<file path="src/rtl/instruction_prefetch_pkg.sv">
// Shared fetch-path constants and the decode hand-off entry type.
package instruction_prefetch_pkg;

  localparam int unsigned PROGRAM_ADDRESS_WIDTH = 32;
  localparam int unsigned INSTRUCTION_WIDTH     = 32;
  localparam int unsigned INSTR_BYTES           = 4;

  localparam logic [PROGRAM_ADDRESS_WIDTH-1:0] RESET_PC      = '0;
  localparam logic [PROGRAM_ADDRESS_WIDTH-1:0] PC_ALIGN_MASK =
    ~PROGRAM_ADDRESS_WIDTH'(INSTR_BYTES - 1);

  typedef struct packed {
    logic [PROGRAM_ADDRESS_WIDTH-1:0] pc;
    logic [INSTRUCTION_WIDTH-1:0]     instr;
  } fetch_entry_t;

endpackage

</file>
<file path="src/rtl/instruction_prefetch_fetch_queue.sv">
// Synchronous show-ahead FIFO holding {pc,instr} entries for decode.
module instruction_prefetch_fetch_queue #(
  parameter int unsigned WIDTH = 64,
  parameter int unsigned DEPTH = 4,
  localparam int unsigned CW   = $clog2(DEPTH + 1),
  localparam int unsigned PW   = $clog2(DEPTH)
) (
  input  logic             clk,
  input  logic             rst,
  input  logic             push,
  input  logic [WIDTH-1:0] push_data,
  input  logic             pop,
  input  logic             flush,
  output logic             head_valid,
  output logic [WIDTH-1:0] head_data,
  output logic [CW-1:0]    count
);

  logic [WIDTH-1:0] mem_q [DEPTH];
  logic [WIDTH-1:0] mem_d [DEPTH];
  logic [PW-1:0]    wr_ptr_q, wr_ptr_d;
  logic [PW-1:0]    rd_ptr_q, rd_ptr_d;
  logic [CW-1:0]    count_q, count_d;

  // Next-state for storage, pointers and occupancy; flush wins over push/pop.
  always_comb begin
    mem_d    = mem_q;
    wr_ptr_d = wr_ptr_q;
    rd_ptr_d = rd_ptr_q;
    count_d  = count_q;
    if (flush) begin
      wr_ptr_d = '0;
      rd_ptr_d = '0;
      count_d  = '0;
    end else begin
      if (push) begin
        mem_d[wr_ptr_q] = push_data;
        wr_ptr_d        = wr_ptr_q + PW'(1);
      end
      if (pop) begin
        rd_ptr_d = rd_ptr_q + PW'(1);
      end
      count_d = count_q + CW'(push) - CW'(pop);
    end
  end

  // State registers, cleared asynchronously.
  always_ff @(posedge clk or negedge rst) begin
    if (!rst) begin
      for (int unsigned i = 0; i < DEPTH; i++) mem_q[i] <= '0;
      wr_ptr_q <= '0;
      rd_ptr_q <= '0;
      count_q  <= '0;
    end else begin
      mem_q    <= mem_d;
      wr_ptr_q <= wr_ptr_d;
      rd_ptr_q <= rd_ptr_d;
      count_q  <= count_d;
    end
  end

  // Head is presented straight from storage (show-ahead).
  always_comb begin
    head_valid = (count_q != '0);
    head_data  = mem_q[rd_ptr_q];
    count      = count_q;
  end

endmodule

</file>
<file path="src/rtl/instruction_prefetch.sv">
// Fetch front-end: in-order imem requests with credit-limited prefetch,
// redirect flush and discard of stale in-flight responses.
module instruction_prefetch
  import instruction_prefetch_pkg::*;
#(
  parameter int unsigned ADDR_WIDTH      = PROGRAM_ADDRESS_WIDTH,
  parameter int unsigned INSTR_WIDTH     = INSTRUCTION_WIDTH,
  parameter int unsigned QUEUE_DEPTH     = 4,
  parameter int unsigned MAX_OUTSTANDING = 2,
  parameter logic [ADDR_WIDTH-1:0] RESET_VECTOR = ADDR_WIDTH'(RESET_PC),
  localparam int unsigned CW = $clog2(QUEUE_DEPTH + 1)
) (
  input  logic                   clk,
  input  logic                   rst,
  output logic                   imem_req_valid,
  input  logic                   imem_req_ready,
  output logic [ADDR_WIDTH-1:0]  imem_req_addr,
  input  logic                   imem_rsp_valid,
  input  logic [INSTR_WIDTH-1:0] imem_rsp_data,
  input  logic                   redirect_valid,
  input  logic [ADDR_WIDTH-1:0]  redirect_pc,
  output logic                   id_valid,
  input  logic                   id_ready,
  output logic [INSTR_WIDTH-1:0] id_instr,
  output logic [ADDR_WIDTH-1:0]  id_pc,
  output logic [CW-1:0]          queue_count
);

  localparam int unsigned CW1 = CW + 1;
  localparam int unsigned EW  = ADDR_WIDTH + INSTR_WIDTH;
  localparam logic [ADDR_WIDTH-1:0] STEP  = ADDR_WIDTH'(INSTR_BYTES);
  // Built from the low-bit complement so it stays correct for any ADDR_WIDTH.
  localparam logic [ADDR_WIDTH-1:0] ALIGN = ~ADDR_WIDTH'(~PC_ALIGN_MASK);

  logic                  running_q, running_d;
  logic [ADDR_WIDTH-1:0] fetch_pc_q, fetch_pc_d;
  logic [ADDR_WIDTH-1:0] rsp_pc_q, rsp_pc_d;
  logic [CW-1:0]         outstanding_q, outstanding_d;
  logic [CW-1:0]         drop_cnt_q, drop_cnt_d;

  logic          credit_ok;
  logic          req_fire;
  logic          rsp_ok;
  logic          q_push;
  logic          q_pop;
  logic          q_flush;
  logic [EW-1:0] q_head;

  // Credit check, request handshake and next-state for PCs and counters.
  always_comb begin
    credit_ok = (outstanding_q < CW'(MAX_OUTSTANDING)) &&
                (({1'b0, outstanding_q} + {1'b0, queue_count}) < CW1'(QUEUE_DEPTH));
    imem_req_valid = running_q && !redirect_valid && credit_ok;
    req_fire       = imem_req_valid && imem_req_ready;
    // A response with nothing outstanding is a protocol error and is ignored.
    rsp_ok         = imem_rsp_valid && (outstanding_q != '0);

    running_d     = 1'b1;
    fetch_pc_d    = fetch_pc_q;
    rsp_pc_d      = rsp_pc_q;
    drop_cnt_d    = drop_cnt_q;
    outstanding_d = outstanding_q + CW'(req_fire) - CW'(rsp_ok);
    q_push        = 1'b0;
    q_pop         = 1'b0;
    q_flush       = 1'b0;

    if (redirect_valid) begin
      // Everything still in flight after this cycle belongs to the old path.
      q_flush    = 1'b1;
      fetch_pc_d = redirect_pc & ALIGN;
      rsp_pc_d   = redirect_pc & ALIGN;
      drop_cnt_d = outstanding_q - CW'(rsp_ok);
    end else begin
      if (req_fire) begin
        fetch_pc_d = fetch_pc_q + STEP;
      end
      if (rsp_ok) begin
        if (drop_cnt_q != '0) begin
          drop_cnt_d = drop_cnt_q - CW'(1);
        end else begin
          q_push   = 1'b1;
          rsp_pc_d = rsp_pc_q + STEP;
        end
      end
      q_pop = id_valid && id_ready;
    end

    imem_req_addr = fetch_pc_q;
  end

  // Fetch-path state, cleared asynchronously.
  always_ff @(posedge clk or negedge rst) begin
    if (!rst) begin
      running_q     <= 1'b0;
      fetch_pc_q    <= RESET_VECTOR;
      rsp_pc_q      <= RESET_VECTOR;
      outstanding_q <= '0;
      drop_cnt_q    <= '0;
    end else begin
      running_q     <= running_d;
      fetch_pc_q    <= fetch_pc_d;
      rsp_pc_q      <= rsp_pc_d;
      outstanding_q <= outstanding_d;
      drop_cnt_q    <= drop_cnt_d;
    end
  end

  instruction_prefetch_fetch_queue #(
    .WIDTH (EW),
    .DEPTH (QUEUE_DEPTH)
  ) u_fetch_queue (
    .clk        (clk),
    .rst        (rst),
    .push       (q_push),
    .push_data  ({rsp_pc_q, imem_rsp_data}),
    .pop        (q_pop),
    .flush      (q_flush),
    .head_valid (id_valid),
    .head_data  (q_head),
    .count      (queue_count)
  );

  // Split the queue head into decode-side fields.
  always_comb begin
    {id_pc, id_instr} = q_head;
  end

  a_rsp_has_outstanding: assert property (@(posedge clk) disable iff (!rst)
    !(imem_rsp_valid && (outstanding_q == '0)));

  a_push_not_full: assert property (@(posedge clk) disable iff (!rst)
    !(q_push && (queue_count == CW'(QUEUE_DEPTH))));

endmodule

</file>
<file path="config.mk">
export PLATFORM = sky130hd
export DESIGN_NAME = instruction_prefetch
export DESIGN_NICKNAME = d
export VERILOG_FILES = /design/src/rtl/instruction_prefetch_pkg.sv /design/src/rtl/instruction_prefetch_fetch_queue.sv /design/src/rtl/instruction_prefetch.sv
export SDC_FILE = /design/constraint.sdc
export NUM_CORES = 1
export LEC_CHECK = 0
export CAP_MARGIN = 25
export CELL_PAD_IN_SITES_DETAIL_PLACEMENT = 1
export CELL_PAD_IN_SITES_GLOBAL_PLACEMENT = 2
export CORE_MARGIN = 10
export CORE_UTILIZATION = 38
export CTS_CLUSTER_DIAMETER = 120
export CTS_CLUSTER_SIZE = 24
export DETAILED_ROUTE_END_ITERATION = 10
export PLACE_DENSITY_LB_ADDON = 0.1
export SLEW_MARGIN = 15
export SYNTH_ARGS = -nofsm -noshare
export SYNTH_HDL_FRONTEND = slang
export SYNTH_HIERARCHICAL = 1
export SYNTH_SLANG_ARGS = --single-unit
</file>
<file path="constraint.sdc">
create_clock -name clk -period 2.3 [get_ports clk]
set_input_delay 0.46 -clock clk [delete_from_list [all_inputs] [get_ports clk]]
set_output_delay 0.46 -clock clk [all_outputs]
set_load 0.1 [all_outputs]
</file>
==> results <==
-- registers in the layout, summed over array words and instances, names as in the netlist --
signal and count:
u_fetch_queue/rd_ptr_q 2, u_fetch_queue/mem_q 256, outstanding_q 3, rsp_pc_q 30, drop_cnt_q 3, imem_req_addr 30
u_fetch_queue/count 3, u_fetch_queue/wr_ptr_q 2, running_q 1
-- how the worst min path moves through the flow --
stage,start,end,slack (ns),depth (start not counted)
6_report,rst,u_fetch_queue/mem_q[155]$_DFFE_PN0P_,0.41,2
5_1_grt,rst,u_fetch_queue/mem_q[222]$_DFFE_PN0P_,0.42,2
4_1_cts,rst,u_fetch_queue/mem_q[155]$_DFFE_PN0P_,0.41,2
3_5_place_dp,rst,u_fetch_queue/mem_q[155]$_DFFE_PN0P_,0.38,1
3_3_place_gp,rst,u_fetch_queue/mem_q[219]$_DFFE_PN0P_,0.39,1
2_1_floorplan,rst,drop_cnt_q[0]$_DFFE_PN0P_,0.16,0
-- critical path, delay by kind of cell, from the launching register on --
| kind | cells | cell delay, ns |
|---|---|---|
| buffers and inverters | 3 | 0.52 |
| multiplexers | 1 | 0.57 |
| flip-flops | 1 | 0.50 |
-- cell usage after synthesis, types with 6 or more instances --
cell	count
sky130_fd_sc_hd__clkbuf_1	17
sky130_fd_sc_hd__inv_1	16
sky130_fd_sc_hd__nor2_1	14
sky130_fd_sc_hd__buf_2	7
sky130_fd_sc_hd__and4_1	7
sky130_fd_sc_hd__and3_1	17
sky130_fd_sc_hd__nor3_1	14
sky130_fd_sc_hd__ha_1	17
sky130_fd_sc_hd__buf_6	31
sky130_fd_sc_hd__o21ai_0	8
sky130_fd_sc_hd__xnor2_1	31
sky130_fd_sc_hd__mux2_1	16
sky130_fd_sc_hd__nand2_1	21
sky130_fd_sc_hd__a21oi_1	9
sky130_fd_sc_hd__dfrtp_1	330
sky130_fd_sc_hd__nand3_1	25
sky130_fd_sc_hd__nand4_1	19
sky130_fd_sc_hd__mux2_2	76
sky130_fd_sc_hd__mux2_4	200
sky130_fd_sc_hd__xor2_1	23
sky130_fd_sc_hd__nor4_1	6
sky130_fd_sc_hd__or3_1	6
sky130_fd_sc_hd__mux4_2	64
sky130_fd_sc_hd__buf_4	7
-- what timing repair did --
| item | in CTS | in global routing |
|---|---|---|
| cloned | 3 | 2 |
| setup buffers | 4 | 2 |
| endpoints found under the setup margin | 67 | 131 |
| hold endpoints to repair | 32 | 0 |
| pin swaps | 0 | 9 |
| resized for setup | 8 | 17 |
| hold buffers | 1 | 0 |
-- per-layer routing --
metal	global-route usage [%]	part of all wire [%]	wire, µm
met5	0	0	0
met4	2.54	1.4	561
met3	3.15	4.6	1910
met2	26.7	50	20500
met1	21.3	44	18400
-- kinds of logic after synthesis --
kind of cell	Yosys count	synth area share, %
other	2	0.0460
buffers and inverters	84	3.94
adders and majority gates	19	1.55
DFF	330	50.6
AOI/OAI and AO/OA	36	1.43
xor gates and xnor gates	55	3.03
muxes	360	33.8
and+or+nand+nor	152	5.62
-- power by group --
| part | total, µW | switching [µW] | leakage (µW) | internal (µW) |
|---|---|---|---|---|
| logic | 11500 | 6910 | 0.00522 | 4580 |
| registers | 7210 | 615 | 0.00436 | 6600 |
| clock network | 3310 | 1930 | 0.000223 | 1380 |
| total | 22000 | 9450 | 0.00981 | 12600 |
-- metrics by stage --
stage	util (%)	hold slack [ns]	setup WS, ns	setup TNS [ns]	power (µW)
6_report	48.4	0.414	-0.280	-14.33	22000
5_1_grt	48.4	0.418	-0.348	-19.53	23000
4_1_cts	48.1	0.408	-0.345	-19.02	22300
3_5_place_dp	46.5	0.382	-0.336	-44.85	18700
3_3_place_gp	46.5	0.386	-0.331	-44.91	18600
2_1_floorplan	-	0.164	-0.263	-0.910	14600
-- cell type report --
cell class                      instances  area (µm²)  share of cell area [%]
Multi-Input combinational cell        633        7670                    37.6
Inverter                               18        72.6                   0.355
Timing Repair Buffer                  247        3260                    15.9
Clock inverter                          2        17.5                  0.0857
Tap cell                              539         674                    3.30
Sequential cell                       330        8300                    40.6
Clock buffer                           21         440                    2.16
==> metrics <==
Final Hold Vio Count 0; TritonCTS clock tree yes; global router's overall resource usage 15.9%; final instance count without filler cells 1790; Critical Path Most Common Cell sky130_fd_sc_hd__buf_12; Post-layout nets 1336; kind of capture point of the worst setup path primary output; most frequent standard cell in the layout excluding fill and tap cells sky130_fd_sc_hd__dfrtp_1; count of buffers from port buffering 166; outcome complete, but fails checks; final slew viol count 0; number of standard-cell rows in the floorplan 75; setup slack after layout -0.280 ns; crit-path max FO 8; antenna violations before repair 0; initial standard-cell utilization of the core 38.7%; total standard cell area after synthesis around 0.016 mm²; number of buffers between clock root and the deepest sink 3; endpoint of the worst-slack reg-to-reg timing path outstanding_q[1]$_DFF_PN0_; first-pass GRT wire length 64.6 mm; Yosys cell types 53; CTS clock-pin slew for the worst setup and hold paths 0.10 ns; leftover overflow at the end of global routing 0; Core Area 0.0422 mm²; slowest stage cell, crit path sky130_fd_sc_hd__mux4_2; number of placed cells counting well taps 1756; Area growth, synth to finish 25.1%; Synth top area share 50.6%; class of the most critical hold timing path in -> async; remaining max-slew budget at the tightest pin between 50% and 60%; root buffer cell sky130_fd_sc_hd__clkbuf_16; violations in the final reports setup timing; width of the die 227 µm; Slew @ Worst Pin 0.706 ns; Finish-stage setup viols 66; number of filler instances in the final layout 4083; endpoint of the most critical setup path id_pc[3]; Final min period 2.58 ns; Die Area between 0.05 and 0.06 mm²; proportion of synthesized chip area in sequential cells 50.6%; post-synthesis sequential element count between 300 and 400; Post-DRT Antenna Nets 0; via count of the first global-routing pass ~11000; most area-consuming cells after synthesis sky130_fd_sc_hd__dfrtp_1, sky130_fd_sc_hd__mux2_4, sky130_fd_sc_hd__mux4_2; Placer Congestion 0.728; Boundary Pins 171; maximum ir drop on the vdd rail 0.659 mV; Synth async-reset ratio 100%; R2R cell count 10; RSZ-0062 raised after global routing true; Vert. Die Dim 227 µm; Yosys Warn Count 6; DRC errors left 0; Leakage 0.00981 µW; highest achievable clock rate 388 MHz; clk_skew around 0.013 ns; number of instances in the synthesized netlist 1038; Max stage delay on crit path 0.57 ns; average footprint of a synthesized cell around 16 µm²; CTS Buf Count 17; fraction of the cycle the final worst path needs 112%; required time reported for the critical path endpoint 1.84 ns; most frequent cells in the layout sky130_fd_sc_hd__dfrtp_1, sky130_fd_sc_hd__mux2_4, sky130_fd_sc_hd__buf_12; count of flip-flops with a built-in enable after synthesis 0; wire length per cell 23.1 µm; power density over the cells 1080 mW/mm²; Critical Path Source Type flip-flop; Non-Filler Cell Area, Final 0.0204 mm²; cell area reported after detailed placement 0.0197 mm²; crit path from u_fetch_queue/rd_ptr_q[0]$_DFFE_PN0P_; number of design-rule violations left by the first detailed-router iteration 428; maximum capacitance violations 0; proportion of layout cells with a drive suffix above 1 48.0%; clock sink count 330; worst-skew pair later-pin latency 0.52 ns; Crit Reg-Reg Startpoint u_fetch_queue/count[2]$_DFF_PN0_; most area-hungry cell type in the Yosys netlist sky130_fd_sc_hd__dfrtp_1; critical-path cell list buf_12, clkbuf_16, mux4_2, buf_12; vias per std cell 5.20; wire length reported by the detailed router 41.3 mm; total via count after detailed routing 9300; Synth Flop Type sky130_fd_sc_hd__dfrtp_1; n_diodes 0; data arrival time of the critical path ~2.1 ns; number of detailed-routing iterations run before antenna repair 4; largest net degree at the start of global routing 69; setup slack on the worst flop-to-flop path -0.03 ns; Worst Setup Path Type reg -> out; HPWL after detailed placement about 27 mm; depth of the CTS H-tree 1
(Power assumes the default switching activity.)
